$ cat config.mk
export PLATFORM = sky130hd
export DESIGN_NAME = alu_seq_ctrl
export DESIGN_NICKNAME = d
export VERILOG_FILES = /design/src/rtl/alu_pkg.sv /design/src/rtl/alu_seq_ctrl.sv
export SDC_FILE = /design/constraint.sdc
export NUM_CORES = 1
export LEC_CHECK = 0
export CORE_MARGIN = 2
export CORE_UTILIZATION = 46
export DETAILED_ROUTE_END_ITERATION = 8
export GPL_ROUTABILITY_DRIVEN = 0
export GPL_TIMING_DRIVEN = 1
export PLACE_DENSITY = 0.8
export SLEW_MARGIN = 20
export SYNTH_ARGS = -nofsm -noshare
export SYNTH_HDL_FRONTEND = slang
export SYNTH_SLANG_ARGS = --single-unit
$ cat constraint.sdc
create_clock -name clk -period 2.33 [get_ports clk]
set_input_delay 0.466 -clock clk [delete_from_list [all_inputs] [get_ports clk]]
set_output_delay 0.466 -clock clk [all_outputs]
set_load 0.01 [all_outputs]
$ cat src/rtl/alu_pkg.sv
// -----------------------------------------------------------------------------
// alu_pkg
// Shared types for the lab ALU datapath and its sequencer.
//   alu_op_e          : 2-bit ALU opcode (AND, OR, ADD, SUB)
//   alu_ctrl_state_e  : sequencer FSM states
//   ALU_RES_W         : width of the ALU result bus
// -----------------------------------------------------------------------------
package alu_pkg;

    localparam int ALU_RES_W = 16;

    typedef enum logic [1:0] {
        OP_AND = 2'b00,
        OP_OR  = 2'b01,
        OP_ADD = 2'b10,
        OP_SUB = 2'b11
    } alu_op_e;

    typedef enum logic [1:0] {
        IDLE  = 2'd0,
        ISSUE = 2'd1,
        WAIT  = 2'd2,
        RESP  = 2'd3
    } alu_ctrl_state_e;

endpackage

$ cat src/rtl/alu_seq_ctrl.sv
// -----------------------------------------------------------------------------
// alu_seq_ctrl
// Sequences one ALU operation at a time: accepts a request, holds the operands
// on the ALU inputs, pulses start, waits (bounded) for the ALU result, and
// presents the registered result on a valid/ready response port.
//
// Ports
//   clk, rst_n              : clock, asynchronous active-low reset
//   req_valid/req_ready     : request handshake
//   req_a, req_b, req_op    : request operands (N bits) and opcode
//   alu_a, alu_b, alu_op    : operands/opcode held on the ALU inputs
//   alu_start               : one-cycle start pulse to the ALU
//   alu_result, alu_valid   : ALU result and its valid flag
//   rsp_valid/rsp_ready     : response handshake
//   rsp_result, rsp_err     : registered result, timeout flag
//   op_count                : successful responses consumed (wraps)
//
// State | Meaning
// ------+----------------------------------------------------------
// IDLE  | ready for a request; operands of the last op still held
// ISSUE | start pulse on the ALU
// WAIT  | sampling alu_valid, timer counts toward TIMEOUT
// RESP  | response presented until consumed
// -----------------------------------------------------------------------------
module alu_seq_ctrl
    import alu_pkg::*;
#(
    parameter int N       = 7,
    parameter int TIMEOUT = 8
) (
    input  logic                 clk,
    input  logic                 rst_n,
    input  logic                 req_valid,
    output logic                 req_ready,
    input  logic [N-1:0]         req_a,
    input  logic [N-1:0]         req_b,
    input  logic [1:0]           req_op,
    output logic [N-1:0]         alu_a,
    output logic [N-1:0]         alu_b,
    output logic [1:0]           alu_op,
    output logic                 alu_start,
    input  logic [ALU_RES_W-1:0] alu_result,
    input  logic                 alu_valid,
    output logic                 rsp_valid,
    input  logic                 rsp_ready,
    output logic [ALU_RES_W-1:0] rsp_result,
    output logic                 rsp_err,
    output logic [15:0]          op_count
);

    localparam int              TMR_W    = 8;
    localparam logic [TMR_W-1:0] TMR_LAST = TMR_W'(TIMEOUT - 1);

    alu_ctrl_state_e        state_q, state_d;
    logic [N-1:0]           alu_a_q, alu_a_d;
    logic [N-1:0]           alu_b_q, alu_b_d;
    alu_op_e                alu_op_q, alu_op_d;
    logic                   alu_start_q, alu_start_d;
    logic                   req_ready_q, req_ready_d;
    logic                   rsp_valid_q, rsp_valid_d;
    logic [ALU_RES_W-1:0]   rsp_result_q, rsp_result_d;
    logic                   rsp_err_q, rsp_err_d;
    logic [15:0]            op_count_q, op_count_d;
    logic [TMR_W-1:0]       timer_q, timer_d;

    // All outputs are flops: the next-state logic computes their values for
    // the state being entered, so nothing downstream sees a combinational path.
    always_comb begin
        state_d      = state_q;
        alu_a_d      = alu_a_q;
        alu_b_d      = alu_b_q;
        alu_op_d     = alu_op_q;
        alu_start_d  = 1'b0;
        req_ready_d  = req_ready_q;
        rsp_valid_d  = rsp_valid_q;
        rsp_result_d = rsp_result_q;
        rsp_err_d    = rsp_err_q;
        op_count_d   = op_count_q;
        timer_d      = timer_q;

        case (state_q)
            IDLE: begin
                if (req_valid) begin
                    alu_a_d     = req_a;
                    alu_b_d     = req_b;
                    alu_op_d    = alu_op_e'(req_op);
                    timer_d     = '0;
                    alu_start_d = 1'b1;
                    req_ready_d = 1'b0;
                    state_d     = ISSUE;
                end
            end
            ISSUE: begin
                // alu_valid is deliberately not looked at here
                state_d = WAIT;
            end
            WAIT: begin
                if (alu_valid) begin
                    rsp_result_d = alu_result;
                    rsp_err_d    = 1'b0;
                    rsp_valid_d  = 1'b1;
                    state_d      = RESP;
                end else if (timer_q == TMR_LAST) begin
                    rsp_result_d = '0;
                    rsp_err_d    = 1'b1;
                    rsp_valid_d  = 1'b1;
                    state_d      = RESP;
                end else begin
                    timer_d = timer_q + 1'b1;
                end
            end
            RESP: begin
                if (rsp_ready) begin
                    rsp_valid_d = 1'b0;
                    req_ready_d = 1'b1;
                    state_d     = IDLE;
                    if (!rsp_err_q) begin
                        op_count_d = op_count_q + 1'b1;
                    end
                end
            end
            default: begin
                state_d     = IDLE;
                req_ready_d = 1'b1;
                rsp_valid_d = 1'b0;
            end
        endcase
    end

    always_ff @(posedge clk or negedge rst_n) begin
        if (!rst_n) begin
            state_q      <= IDLE;
            alu_a_q      <= '0;
            alu_b_q      <= '0;
            alu_op_q     <= OP_AND;
            alu_start_q  <= 1'b0;
            req_ready_q  <= 1'b1;
            rsp_valid_q  <= 1'b0;
            rsp_result_q <= '0;
            rsp_err_q    <= 1'b0;
            op_count_q   <= '0;
            timer_q      <= '0;
        end else begin
            state_q      <= state_d;
            alu_a_q      <= alu_a_d;
            alu_b_q      <= alu_b_d;
            alu_op_q     <= alu_op_d;
            alu_start_q  <= alu_start_d;
            req_ready_q  <= req_ready_d;
            rsp_valid_q  <= rsp_valid_d;
            rsp_result_q <= rsp_result_d;
            rsp_err_q    <= rsp_err_d;
            op_count_q   <= op_count_d;
            timer_q      <= timer_d;
        end
    end

    assign req_ready  = req_ready_q;
    assign alu_a      = alu_a_q;
    assign alu_b      = alu_b_q;
    assign alu_op     = alu_op_q;
    assign alu_start  = alu_start_q;
    assign rsp_valid  = rsp_valid_q;
    assign rsp_result = rsp_result_q;
    assign rsp_err    = rsp_err_q;
    assign op_count   = op_count_q;

endmodule

==> impl_metrics.tcl, run 1 <==
set metrics [dict create \
    regToRegSetupSlack_ns 0.30 \
    hold_viol_final 0 \
    critPathCaptureType "register" \
    finalCritPeriodShare_pct 87.0 \
    ys_seq_area_share_pct 57.5 \
    cts_resized 0 \
    yosysWarningCount 0 \
    die_area_sq_um 6500 \
    status "finished clean" \
    fp.dieH_um 80.6 \
    period_minus_slack_ns 2.03 \
    setup_viol 0 \
    fmax_mhz 493 \
    synth_cell_type_count 42 \
    slowest_delay_ns 0.51 \
    synth_xor_area_share_pct 4.87 \
    ioPinCount 89 \
    synth_area_sq_um 2700 \
    drive_above_1_share_pct 15.0 \
    num_rows 27 \
    syn_inst 218 \
    crit_required_ns 2.53 \
    areaGrowthSynthToFinish_pct 43.4 \
    clock-sinks 62 \
    grt_pass1_wl_um 10100 \
    rsz0062_at_grt "no" \
    synth-seq-cells 62 \
    dp_hpwl_um 4240 \
    crit_chain "inv_1 -> ha_1 -> nor2_1 -> or3_1 -> a2bb2oi_1 -> o21ai_0" \
    synth_top_family_by_area "simple AND/OR/NAND/NOR gates" \
    power_density_nw_per_um2 1160 \
    grt_util_all_layers_pct 20.6 \
    grt_pass1_vias 2153 \
    synth_edf_count 0 \
    setup_tns_ns 0 \
    syn_nets 260 \
    clock_latency_ns 0.33 \
    detail-route-antenna-nets 0 \
    power_mw 4.50 \
    synthSimpleGateAreaFrac_pct 14.0 \
    slew_headroom_pct 60.1 \
    synthArstFlopShare_pct 100 \
    yosysMostFrequentCell "dfrtp_1" \
    vias 2039 \
    synth_common_cells "dfrtp_1, nand2_1, mux2_2" \
    io_buffers 88 \
    post_cts_buffers 0 \
    hold_path_class "input pin to async pin" \
    path_class "register to register" \
    path_clk_slew_ns 0.06 \
    cp_top_family "simple AND/OR/NAND/NOR gates" \
    finClkSkew_ns 0.00919 \
    antenna_found_initial 0 \
    cts_max_level 3 \
    r2r-start "state_q[0]" \
    worst-path-max-fanout 13 \
    grt_max_degree 37 \
    multi_input_area_sq_um 1090 \
    crit_start "state_q[0]" \
    clk_path_buf_depth 2 \
    final_nets 356 \
    start_util_pct 48.4 \
    place_inst 375 \
    wl_per_cell_um 15.2 \
    synth_compound_area_share_pct 11.1 \
    tightestPinTransition_ns 0.599 \
    gr-total-overflow 0 \
    peakVddDrop_v 0.000678 \
    drt-initial-drc-count 95 \
    vias_per_cell 5.21 \
    root_buffer "clkbuf_8" \
    synth_top_area_share_pct 56.6 \
    drc 0 \
    routed_wl_um 5940 \
    critPathSlowestCell "or3_1" \
    startpoint_type "register" \
    hold_buffers 0 \
    synthFlopType "dfrtp_1" \
    cts_inserted_buffers 9 \
    r2r-end "timer_q[1]" \
    cts_tree "built" \
    worst-path-buf-inv 1 \
    synthMuxAreaShare_pct 8.25 \
    core-area_sq_um 5570 \
    maxCapViolCount 0 \
    p_leak_nw 1.72 \
    seq_area_sq_um 1550 \
    num_antenna_cells 0 \
    fin_cells 391 \
    drt_first_pass_iters 4 \
    synth_top_area_cell "dfrtp_1" \
    drv_slew 0 \
    dieWidth_um 80.6 \
    synth_area_leaders "dfrtp_1, mux2_2, a22o_1" \
    fillerInstances 430 \
    crit_arrival_ns 2.23 \
    reg2reg_depth 6 \
    synth_fa_ha_area_share_pct 2.32 \
    synth.avg_cell_area_sq_um 12.4 \
]
## report_power, final
group | internal (mW) | switching [mW]
Clock | 0.547 | 0.394
Combinational | 1.05 | 0.800
Sequential | 1.46 | 0.249
## flip-flops by register name (all words and copies together), names as in the netlist
name	count
alu_op	2
alu_a	7
rsp_result	16
timer_q	8
state_q	2
req_ready	1
rsp_valid	1
alu_start	1
rsp_err	1
op_count	16
alu_b	7
## stage by stage
| step | cell area, sq um | hold WS, ns | worst slack [ns] | util (%) |
|---|---|---|---|---|
| floorplan | 2700 | 0.170 | 0.673 | - |
| global placement | 3670 | 0.464 | 0.293 | 65.9 |
| detailed placement | 3670 | 0.468 | 0.233 | 65.9 |
| CTS | 3870 | 0.148 | 0.316 | 69.5 |
| global route | 3870 | 0.188 | 0.148 | 69.5 |
| finish | 3870 | 0.137 | 0.302 | 69.5 |
## cell families (layout without fill, tap and decap cells)
family	count (synthesis)	after routing
AOI/OAI and AO/OA	39	39
xor gates and xnor gates	15	15
adders and majority gates	5	5
buffers and inverters	12	113
DFF	62	62
muxes	20	20
and+or+nand+nor	65	65
## layer usage
| layer | share of wire [%] | vias to the layer above | global-route usage [%] |
|---|---|---|---|
| met2 | 50 | 66 | 32.8 |
| met1 | 43 | 990 | 26.3 |
| li1 | - | 974 | - |
| met4 | 1.6 | 0 | 10.2 |
| met5 | 0 | - | 0 |
| met3 | 5.5 | 9 | 5.06 |
## layout make-up
class / count / area share, %
sequential: 62 / 40.1
clock buffer: 12 / 4.01
clock inverter: 4 / 1.16
tap: 72 / 2.33
timing repair buffer: 91 / 23.5
inverter: 6 / 0.582
multi-input combinational: 144 / 28.3
## worst max-delay path by stage
stage              endpoint  slack (ns)  cells past startpoint
6_report         timer_q[1]        0.30                      6
5_1_grt          timer_q[1]        0.15                      6
4_1_cts          timer_q[1]        0.32                      6
3_5_place_dp   op_count[11]        0.23                      5
3_3_place_gp   op_count[11]        0.29                      5
2_1_floorplan    timer_q[5]        0.67                      7
## layout by cell type, fill, tap and decap left out, types with 2 or more instances in the layout
cell	Yosys	routed
mux2_2	18	18
o21ai_0	5	5
a22o_1	16	16
dfrtp_1	61	61
ha_1	5	5
nor2_1	10	10
nand3_1	8	8
a21oi_1	7	7
and3_1	2	2
xor2_1	5	5
and2_1	2	2
nor3_1	3	3
nand4_1	2	2
nor4_4	2	2
a2bb2oi_1	2	2
xnor2_1	10	10
mux2i_1	2	2
clkbuf_8	0	11
clkdlybuf4s50_1	0	87
inv_1	6	6
buf_4	1	2
clkinv_2	0	3
nand2_1	26	26
(Power assumes the default switching activity.)
==> run 2, diff against run 1 <==
--- a/config.mk
+++ b/config.mk
@@ -9,7 +9,6 @@
 export CORE_UTILIZATION = 46
 export DETAILED_ROUTE_END_ITERATION = 8
 export GPL_ROUTABILITY_DRIVEN = 0
-export GPL_TIMING_DRIVEN = 1
 export PLACE_DENSITY = 0.8
 export SLEW_MARGIN = 20
 export SYNTH_ARGS = -nofsm -noshare
==> results of run 2 <==
Same layout as run 1: the final DEF is identical, and so are final timing and power.
